===== src/rtl/cpu_control_fsm.sv =====
// ---------------------------------------------------------------------------
// cpu_control_fsm
//
// Control unit of the lab processor. It sequences fetch, decode and execute.
// It also drives the program-counter Clear/Up inputs, the instruction-register
// load, the data-memory and register-file controls, and the ALU select.
//
// Ports:
//   Clock       in   system clock, all state changes on posedge
//   Reset       in   synchronous active-high reset (forces Init)
//   IR          in   current instruction, stable from the cycle after Fetch
//   PC_clr      out  program counter clear
//   PC_up       out  program counter increment
//   IR_ld       out  load IR from instruction ROM
//   D_addr      out  data-memory address (IR[11:4])
//   D_wr        out  data-memory write enable
//   RF_s        out  register-file write mux: 1 = data memory, 0 = ALU
//   RF_W_addr   out  register-file write address
//   RF_W_en     out  register-file write enable
//   RF_Ra_addr  out  register-file read port A address
//   RF_Rb_addr  out  register-file read port B address
//   ALU_s0      out  ALU function: 0 = pass A, 1 = A+B, 2 = A-B
//   State       out  current state code (debug/display)
//
// There is no valid/ready handshake. IR is assumed valid from Decode onward,
// because the IR register loads at the end of Fetch.
// ---------------------------------------------------------------------------
module cpu_control_fsm #(
  parameter int IR_W = 16,
  parameter int DA_W = 8,
  parameter int RA_W = 4
) (
  input  logic            Clock,
  input  logic            Reset,
  input  logic [IR_W-1:0] IR,
  output logic            PC_clr,
  output logic            PC_up,
  output logic            IR_ld,
  output logic [DA_W-1:0] D_addr,
  output logic            D_wr,
  output logic            RF_s,
  output logic [RA_W-1:0] RF_W_addr,
  output logic            RF_W_en,
  output logic [RA_W-1:0] RF_Ra_addr,
  output logic [RA_W-1:0] RF_Rb_addr,
  output logic [2:0]      ALU_s0,
  output logic [3:0]      State
);

  typedef enum logic [3:0] {
    S_INIT   = 4'd0,
    S_FETCH  = 4'd1,
    S_DECODE = 4'd2,
    S_NOOP   = 4'd3,
    S_LOADA  = 4'd4,
    S_LOADB  = 4'd5,
    S_STORE  = 4'd6,
    S_ADD    = 4'd7,
    S_SUB    = 4'd8,
    S_HALT   = 4'd9
  } state_t;

  localparam logic [3:0] OP_NOOP  = 4'b0000;
  localparam logic [3:0] OP_STORE = 4'b0001;
  localparam logic [3:0] OP_LOAD  = 4'b0010;
  localparam logic [3:0] OP_ADD   = 4'b0011;
  localparam logic [3:0] OP_SUB   = 4'b0100;
  localparam logic [3:0] OP_HALT  = 4'b0101;

  localparam logic [2:0] ALU_PASS = 3'd0;
  localparam logic [2:0] ALU_ADD  = 3'd1;
  localparam logic [2:0] ALU_SUB  = 3'd2;

  state_t state;

  logic [3:0]      opcode;
  logic [DA_W-1:0] ir_daddr;
  logic [RA_W-1:0] ir_ra;
  logic [RA_W-1:0] ir_rb;
  logic [RA_W-1:0] ir_rc;

  assign opcode   = IR[15:12];
  assign ir_daddr = IR[11:4];
  assign ir_ra    = IR[11:8];
  assign ir_rb    = IR[7:4];
  assign ir_rc    = IR[3:0];

  assign State = state;

  // State register. Reset takes priority over every transition, Halt included.
  always_ff @(posedge Clock) begin
    if (Reset) begin
      state <= S_INIT;
    end else begin
      case (state)
        S_INIT:   state <= S_FETCH;
        S_FETCH:  state <= S_DECODE;
        S_DECODE: begin
          case (opcode)
            OP_NOOP:  state <= S_NOOP;
            OP_STORE: state <= S_STORE;
            OP_LOAD:  state <= S_LOADA;
            OP_ADD:   state <= S_ADD;
            OP_SUB:   state <= S_SUB;
            OP_HALT:  state <= S_HALT;
            default:  state <= S_NOOP;  // undefined opcodes behave as NOOP
          endcase
        end
        S_NOOP:   state <= S_FETCH;
        S_LOADA:  state <= S_LOADB;
        S_LOADB:  state <= S_FETCH;
        S_STORE:  state <= S_FETCH;
        S_ADD:    state <= S_FETCH;
        S_SUB:    state <= S_FETCH;
        S_HALT:   state <= S_HALT;
        default:  state <= S_INIT;      // encodings 10..15 recover via Init
      endcase
    end
  end

  // Moore outputs. They depend on the state register and the live IR fields,
  // so a new IR is reflected in the same cycle. No extra register stage.
  always_comb begin
    PC_clr     = 1'b0;
    PC_up      = 1'b0;
    IR_ld      = 1'b0;
    D_addr     = '0;
    D_wr       = 1'b0;
    RF_s       = 1'b0;
    RF_W_addr  = '0;
    RF_W_en    = 1'b0;
    RF_Ra_addr = '0;
    RF_Rb_addr = '0;
    ALU_s0     = ALU_PASS;
    case (state)
      S_INIT: PC_clr = 1'b1;
      S_FETCH: begin
        IR_ld = 1'b1;
        PC_up = 1'b1;
      end
      // LoadA only presents the address. The RAM is synchronous, so the
      // register-file write waits one cycle until LoadB.
      S_LOADA: begin
        D_addr    = ir_daddr;
        RF_s      = 1'b1;
        RF_W_addr = ir_rc;
      end
      S_LOADB: begin
        D_addr    = ir_daddr;
        RF_s      = 1'b1;
        RF_W_addr = ir_rc;
        RF_W_en   = 1'b1;
      end
      // Store routes register Ra through the ALU in pass-A mode to the RAM.
      S_STORE: begin
        D_addr     = ir_daddr;
        RF_Ra_addr = ir_rc;
        ALU_s0     = ALU_PASS;
        D_wr       = 1'b1;
      end
      S_ADD: begin
        RF_Ra_addr = ir_ra;
        RF_Rb_addr = ir_rb;
        RF_W_addr  = ir_rc;
        ALU_s0     = ALU_ADD;
        RF_W_en    = 1'b1;
      end
      S_SUB: begin
        RF_Ra_addr = ir_ra;
        RF_Rb_addr = ir_rb;
        RF_W_addr  = ir_rc;
        ALU_s0     = ALU_SUB;
        RF_W_en    = 1'b1;
      end
      default: ;  // Decode, Noop, Halt: all controls low
    endcase
  end

endmodule


===== config.mk =====
export PLATFORM = sky130hd
export DESIGN_NAME = cpu_control_fsm
export DESIGN_NICKNAME = d
export VERILOG_FILES = /design/src/rtl/cpu_control_fsm.sv
export SDC_FILE = /design/constraint.sdc
export NUM_CORES = 1
export LEC_CHECK = 0
export CAP_MARGIN = 20
export CORE_MARGIN = 3
export CORE_UTILIZATION = 28
export DETAILED_ROUTE_END_ITERATION = 16
export PLACE_DENSITY_LB_ADDON = 0.3
export SLEW_MARGIN = 25
export SYNTH_ARGS = -nofsm -noshare
export SYNTH_HDL_FRONTEND = slang
export SYNTH_SLANG_ARGS = --single-unit

===== constraint.sdc =====
create_clock -name Clock -period 2.4 [get_ports Clock]
set_clock_uncertainty 0.1 [all_clocks]
set_input_delay 0.72 -clock Clock [delete_from_list [all_inputs] [get_ports Clock]]
set_output_delay 0.72 -clock Clock [all_outputs]
set_load 0.01 [all_outputs]

==> results of run 1 <==
logic make-up (layout without fill, tap and decap cells):
kind of cell,count (synthesis),after routing,share of synthesized area
AND/OR/NAND/NOR,42,42,0.538
buffers and inverters,2,66,0.0312
multiplexers,1,1,0.0208
AO/OA/AOI/OAI,14,14,0.218
XOR/XNOR,1,1,0.0182
flip-flops,4,4,0.166
other,1,1,0.00778
layer usage:
metal	vias to the layer above	wire [µm]	track usage
met1	332	743	0.192
met5	-	0	0
met4	0	0	0.0663
met3	0	48	0.0226
met2	17	1100	0.334
li1	360	-	-
worst max path at each step:
stage          startpoint  slack (ps)            end
2_1_floorplan    State[3]         300   RF_W_addr[0]
3_3_place_gp        IR[3]        -300  RF_Ra_addr[3]
3_5_place_dp        IR[1]        -310  RF_Ra_addr[1]
4_1_cts          State[2]         0.7  RF_Rb_addr[3]
5_1_grt             IR[7]           6      D_addr[3]
6_report            IR[7]          40      D_addr[3]
power groups by stage:
stage	clock, mW	combinational [mW]	sequential [mW]
after floorplan	0	0.0481	0.0834
after CTS	0.0821	0.141	0.0743
after detailed placement	0	0.148	0.0753
after global placement	0	0.145	0.0748
final	0.0813	0.142	0.0750
after global routing	0.0842	0.155	0.0756
timing repair:
| action | in CTS | in global routing |
|---|---|---|
| resized for setup | 56 | 25 |
| buffers inserted | 0 | 1 |
| setup endpoints to repair | 28 | 16 |
| pin swaps | 1 | 2 |
| gates cloned | 0 | 1 |
through the flow:
stage	hold WS [ps]	utilization	instances	setup TNS (ps)	setup WS (ps)
6_report	619	0.663	145	0	41.6
5_1_grt	662	0.663	145	0	6.08
4_1_cts	602	0.683	143	0	0.704
3_5_place_dp	589	0.685	140	-5540	-307
3_3_place_gp	570	0.685	140	-5250	-295
2_1_floorplan	568	-	65	0	302
final cells by class:
cell class,instances,area [µm²],share of cell area
clock buffers,3,22.5,0.0218
multi-input cells,59,415,0.402
flip-flops and latches,4,80.1,0.0775
well taps,16,20.0,0.0194
repair buffers,63,495,0.479
Yosys cell counts, types with 2 or more instances:
cell,instances
a211oi_1,2
a21oi_1,3
a22o_1,4
and2_1,16
buf_4,2
dfxtp_1,4
nand2b_1,6
nor2_1,6
nor2b_1,2
or2_2,2
or3b_2,2
critical path: stages:
cell and delay, ps:
clkdlybuf4s50_1 470, and2_1 120, clkdlybuf4s15_1 230
==> metrics.yaml, run 1 <==
grt_max_degree: 10
r2r_setup_slack_ps: 860
vias: 709
reg2reg_to: "State[3]"
min_period_over_period: 0.983
cts_root_buf: "clkbuf_4"
vias_per_cell: 4.89
p_seq_frac: 0.251
cts_hold_buf: 0
die_h_um: 47.5
wirelength_um: 1900
rsz0062_at_grt: "no"
cp-end-kind: "output pin"
antenna_cells: 0
layout_commonest_cell: "clkdlybuf4s50_1"
worstPathArrival_ps: 1540
dr.first_iter.drc_count: 5
htree_levels: 1
synthCells: 65
clkSinkCount: 4
ys.flop_type: "dfxtp_1"
holdPathStages: 3
hold_path_end: "State[1]"
yosys.area.top_type: "and2_1"
row_count: 14
yosys-top-cells-area: "and2_1 21%, dfxtp_1 17%, nand2b_1 7.8%, a22o_1 7.3%, nor2_1 4.7%"
stdcell_area_um2: 1030
synthDistinctLibCells: 27
synth_top_area_frac: 0.208
grt_pass1_vias: 684
yosysSeqAreaShare: 0.166
drv_cap: 0
dpl.hpwl_um: 1620
synth.avg_cell_area_um2: 7.41
fmax_mhz: 424
gp_congestion: 0.809
layout.nets: 149
p_clk_frac: 0.273
grt_pass1_wl_um: 2840
finalCriticalPeriod_ps: 2360
routedWlPerCell_um: 13.1
cts_tree: "yes"
hold_viol: 0
p_comb_frac: 0.476
status: "completed"
ant_nets: 0
largest_register_ffs: 4
track_usage: 0.175
hp-class: "flop to flop"
first_pass_iters: 4
p_int_mw: 0.209
start_kind: "primary input"
synthesis.area_um2: 482
power_density_nw_per_um2: 289
worstPathRequired_ps: 1580
portBuffers: 49
layout-drive-gt1-share: 0.372
vdd_drop_max_uv: 171
cts_inserted_buffers: 3
synth_edf_count: 0
crit_fanout: 2
area_delta_synth_final_pct: 115
yosysWarnings: 0
p_sw_frac: 0.298
path_class: "primary input to output pin"
grt_overflow: 0
start_util: 0.309
placed_area_um2: 1070
die_width_um: 47.5
layout_common_cells: "22 x clkdlybuf4s50_1, 16 x and2_1, 13 x clkbuf_2"
clk_pin_slew_ps: 40
synth.ff_latch_count: 4
ctsLongestPathBuffers: 2
postSynth.asyncResetShare: 0
slew_violations: 0
leakage_nw: 0.502
ios: 51
worst_skew_pair.late_latency_ps: 230
p_total_mw: 0.298
syn_nets: 83
drc_errors: 0
p_switching_mw: 0.0889
regToRegStartpoint: "State[0]"
dieArea_um2: 2250
antenna_found_initial: 0
n_fill_cell: 136
hp-start: "State[3]"
coreArea_um2: 1560
reg2reg_depth: 5
setup_violations: 0
Power figures use the tool's default switching activity.
==> run 2: changes to the inputs <==
--- a/config.mk
+++ b/config.mk
@@ -9,8 +9,10 @@
 export CORE_MARGIN = 3
 export CORE_UTILIZATION = 28
 export DETAILED_ROUTE_END_ITERATION = 16
+export GPL_TIMING_DRIVEN = 1
 export PLACE_DENSITY_LB_ADDON = 0.3
 export SLEW_MARGIN = 25
 export SYNTH_ARGS = -nofsm -noshare
 export SYNTH_HDL_FRONTEND = slang
 export SYNTH_SLANG_ARGS = --single-unit
+export TNS_END_PERCENT = 20
==> metrics.yaml, run 2 (synthesis gave the netlist of run 1 again) <==
ant_nets: 0  # unchanged
routedWlPerCell_um: 12.7  # -2.9%
crit_fanout: 4  # +2
die_h_um: 47.5  # unchanged
reg2reg_to: "State[3]"
cts_inserted_buffers: 3  # unchanged
dr.max_layer_used: "met4"
n_fill_cell: 143  # +5.1%
cts_hold_buf: 0  # unchanged
holdPathStages: 3  # unchanged
vias: 715  # +0.85%
worstPathRequired_ps: 1580  # about the same
cp-end-kind: "output pin"
layout.area.seq_um2: 80.1  # unchanged
rsz0062_at_grt: "yes"
status: "completed"
cts_root_buf: "clkbuf_4"
row_count: 14  # unchanged
finalCriticalPeriod_ps: 2390  # +29.5 ps
met2_length_um: 1060  # -3.6%
holdWs_ps: 596  # -23.1 ps
clkSinkCount: 4  # unchanged
regToRegStartpoint: "State[0]"
reg2reg_depth: 5  # unchanged
first_pass_iters: 4  # unchanged
met1_length_um: 684  # -7.9%
hp-class: "flop to flop"
path_class: "flop to output pin"
grt_max_degree: 10  # unchanged
hold_path_end: "State[1]"
start_kind: "flop"
portBuffers: 49  # unchanged
coreArea_um2: 1560  # unchanged
layout.nets: 147  # -1.3%
drc_errors: 0  # unchanged
multiInputGateArea_um2: 398  # -4.2%
grt_pass1_vias: 684  # unchanged
largest_register_ffs: 4  # unchanged
setup_violations: 0  # unchanged
layout-drive-gt1-share: 0.346  # -0.0256
min_period_over_period: 0.995  # +0.0123
dr.first_iter.drc_count: 10  # +5
layout_common_cells: "22 x clkdlybuf4s50_1, 16 x and2_1, 12 x clkbuf_2"
hold_viol: 0  # unchanged
antenna_found_initial: 0  # unchanged
worst_skew_pair.late_latency_ps: 230  # about the same
postLayoutCoreUtil: 0.651  # -0.0120
drv_cap: 0  # unchanged
antenna_cells: 0  # unchanged
dieArea_um2: 2250  # unchanged
wirelength_um: 1810  # -4.3%
fmax_mhz: 419  # -1.2%
hp-start: "State[3]"
ios: 51  # unchanged
vias_per_cell: 5.00  # +2.3%
grt_pass1_wl_um: 2840  # unchanged
gp_congestion: 0.809  # unchanged
r2r_setup_slack_ps: 870  # about the same
start_util: 0.309  # unchanged
p_total_mw: 0.295  # -1.2%
vdd_drop_max_uv: 171  # -0.13%
htree_levels: 1  # unchanged
ctsLongestPathBuffers: 2  # unchanged
grt_overflow: 0  # unchanged
leakage_nw: 0.487  # -3.0%
slew_violations: 0  # unchanged
layout_commonest_cell: "clkdlybuf4s50_1"
die_width_um: 47.5  # unchanged
power_density_nw_per_um2: 291  # +0.64%
dpl.hpwl_um: 1620  # unchanged
area_delta_synth_final_pct: 111
clk_pin_slew_ps: 40  # about the same
cts_tree: "yes"
worstPathArrival_ps: 1570  # +30 ps
track_usage: 0.175  # unchanged
dr_wl_met3_um: 53  # +10%
## run 2: layout make-up
class	instances	area share
repair buffers	61	0.487
multi-input cells	59	0.392
flip-flops and latches	4	0.0789
clock buffers	3	0.0222
well taps	16	0.0197
## run 2: how the worst max path moves through the flow
stage,slack [ps],startpoint,endpoint,depth (start not counted)
floorplan,300,State[3],RF_W_addr[0],3
global placement,-300,IR[3],RF_Ra_addr[3],3
detailed placement,-310,IR[1],RF_Ra_addr[1],3
CTS,0.7,State[2],RF_Rb_addr[3],6
global route,-60,State[0],RF_W_addr[0],4
finish,10,State[0],RF_W_addr[0],4
## run 2: timing repair
item	CTS	global route
setup buffers	0	0
gates resized for setup	56	20
pin swaps	1	0
endpoints found under the setup margin	28	16
## run 2: routing by layer
metal,vias up,GRT usage
met4,0,0.0663
met2,19,0.334
met1,338,0.192
met3,3,0.0226
met5,-,0
li1,355,-
## run 2: through the flow
step,cells,area (µm²),setup slack [ps],TNS (ps)
3_3_place_gp,140,1070,-295,-5250
5_1_grt,143,1010,-62.0,-83.5
6_report,143,1010,12.1,0
4_1_cts,143,1060,0.704,0
3_5_place_dp,140,1070,-307,-5540
2_1_floorplan,65,482,302,0
## run 2: worst max-delay path, stage by stage, from the launching register on
cell and delay [ps]:
dfxtp_1 320, or3b_2 480, a21oi_2 190, and2_1 140
clkdlybuf4s15_2 220
## run 2: power by group
group / total (mW) / switching [mW] / internal [mW]
clock: 0.0810 / 0.0252 / 0.0558
combinational: 0.139 / 0.0586 / 0.0807
sequential: 0.0745 / 0.00263 / 0.0718
total: 0.295 / 0.0865 / 0.208
==> run 3: changes to the inputs <==
--- a/config.mk
+++ b/config.mk
@@ -11,6 +11,8 @@
 export DETAILED_ROUTE_END_ITERATION = 16
 export GPL_TIMING_DRIVEN = 1
 export PLACE_DENSITY_LB_ADDON = 0.3
+export RECOVER_POWER = 25
+export SKIP_LAST_GASP = 1
 export SLEW_MARGIN = 25
 export SYNTH_ARGS = -nofsm -noshare
 export SYNTH_HDL_FRONTEND = slang
==> metrics.yaml, run 3 (synthesis gave the netlist of run 1 again) <==
p_seq_frac: 0.246  # -0.007
die_width_um: 47.5  # unchanged
layout.nets: 147  # unchanged
cp-end-kind: "output pin"
cpMaxStageDelayCell: "clkdlybuf4s50_1"
min_period_over_period: 1.06  # +0.0675
p_sw_frac: 0.291  # -0.00243
reg2reg_depth: 4  # -1
setup_violations: 12  # +12
p_total_mw: 0.303  # +2.7%
portBuffers: 49  # unchanged
dpl.hpwl_um: 1620  # unchanged
p_int_mw: 0.215  # +3.0%
path_class: "flop to output pin"
leakage_nw: 0.594  # +22%
finalCriticalPeriod_ps: 2550  # +162 ps
antenna_found_initial: 0  # unchanged
reg2reg_to: "State[3]"
r2r_setup_slack_ps: 880  # about the same
clkSinkCount: 4  # unchanged
start_kind: "flop"
vias_per_cell: 5.00  # unchanged
worst_path_largest_cell_delay_ps: 540  # +60 ps
die_h_um: 47.5  # unchanged
grt_overflow: 0  # unchanged
drc_errors: 0  # unchanged
worstPathArrival_ps: 1730  # +160 ps
antenna_cells: 0  # unchanged
slew_violations: 0  # unchanged
cts_root_buf: "clkbuf_4"
gp_congestion: 0.809  # unchanged
htree_levels: 1  # unchanged
status: "finished, violations left"
hold_path_end: "State[1]"
largest_register_ffs: 4  # unchanged
p_comb_frac: 0.486  # +0.013
violations: "negative setup slack"
postLayoutCoreUtil: 0.702  # +0.0514
worst_skew_pair.late_latency_ps: 230  # about the same
ant_nets: 0  # unchanged
dp_slack_ps: -307  # unchanged
dr.max_layer_used: "met4"
cts_setup_buffers: 0  # unchanged
routedWlPerCell_um: 13.1  # +3.6%
start_util: 0.309  # unchanged
dr_wl_met3_um: 74  # +40%
cp_cell_sequence: "buf_4 -> or2_4 -> and2b_1 -> clkdlybuf4s50_1"
wirelength_um: 1880  # +3.6%
first_pass_iters: 4  # unchanged
hp-start: "State[3]"
grt_max_degree: 10  # unchanged
place_inst: 140  # unchanged
ctsLongestPathBuffers: 2  # unchanged
met1_length_um: 708  # +3.5%
crit_fanout: 8  # +4
finalSetupTns_ps: -576  # -576 ps
drv_cap: 0  # unchanged
area_delta_synth_final_pct: 127
p_clk_frac: 0.268  # -0.007
hold_viol: 0  # unchanged
track_usage: 0.174  # -0.000765
fin_ws_ps: -150  # -162 ps
clk_pin_slew_ps: 40  # about the same
vdd_drop_max_uv: 176  # +2.9%
layout-drive-gt1-share: 0.228  # -0.118
vias: 715  # unchanged
ios: 51  # unchanged
n_fill_cell: 138  # -3.5%
power_density_nw_per_um2: 277  # -4.8%
met2_length_um: 1080  # +1.9%
dieArea_um2: 2250  # unchanged
layout_common_cells: "25 x clkdlybuf4s50_1, 16 x and2_1, 13 x dlygate4sd2_1"
rsz0062_at_grt: "yes"
layout.cells.non_filler: 143  # unchanged
hp-class: "flop to flop"
regToRegStartpoint: "State[2]"
crit_buf_inv: 2  # +1
layout_commonest_cell: "clkdlybuf4s50_1"
grt_pass1_wl_um: 2830  # -0.46%
grt_pass1_vias: 683  # -0.15%
worstPathRequired_ps: 1580  # about the same
p_switching_mw: 0.0881  # +1.8%
cts_inserted_buffers: 3  # unchanged
fmax_mhz: 392  # -6.4%
row_count: 14  # unchanged
coreArea_um2: 1560  # unchanged
dr.first_iter.drc_count: 4  # -6
cts_tree: "yes"
crit_family: "buffers and inverters"
holdPathStages: 3  # unchanged
## run 3: metal layers
layer  track usage  vias to the layer above
met5             0                        -
met4        0.0663                        0
met3        0.0226                        3
met2         0.334                       23
met1         0.190                      334
li1              -                      355
## run 3: final cells by class
| cell class | count | area (µm²) | area share |
|---|---|---|---|
| sequential | 4 | 80.1 | 0.0731 |
| tap | 16 | 20.0 | 0.0183 |
| clock buffer | 3 | 22.5 | 0.0206 |
| multi-input combinational | 59 | 400 | 0.366 |
| timing repair buffer | 61 | 572 | 0.522 |
## run 3: per-stage QoR
| stage | hold WS [ps] | instance area (µm²) |
|---|---|---|
| 2_1_floorplan | 568 | 482 |
| 3_3_place_gp | 570 | 1070 |
| 3_5_place_dp | 589 | 1070 |
| 4_1_cts | 602 | 1080 |
| 5_1_grt | 645 | 1090 |
| 6_report | 598 | 1090 |
## run 3: power groups by stage
stage | clock network [mW] | registers (mW) | logic, mW
4_1_cts | 0.0821 | 0.0743 | 0.148
2_1_floorplan | 0 | 0.0834 | 0.0481
3_5_place_dp | 0 | 0.0753 | 0.148
3_3_place_gp | 0 | 0.0748 | 0.145
5_1_grt | 0.0840 | 0.0753 | 0.159
6_report | 0.0813 | 0.0744 | 0.147
## run 3: worst max-delay path by stage
stage,cells past startpoint,to,startpoint
after detailed placement,3,RF_Ra_addr[1],IR[1]
after global routing,4,PC_up,State[2]
after CTS,6,RF_Rb_addr[0],State[2]
after floorplan,3,RF_W_addr[0],State[3]
final,4,PC_up,State[2]
after global placement,3,RF_Ra_addr[3],IR[3]
## run 3: what timing repair did
action / CTS / global route
gates resized for setup: 30 / 6
hold buffers: 0 / 0
pin swaps: 1 / 0
endpoints found under the setup margin: 28 / 25
## run 3: worst min-delay path, cell delays in order, from the launching register on
cell,delay [ps]
dfxtp_1,310
buf_4,150
or2_4,140
a211oi_1,40
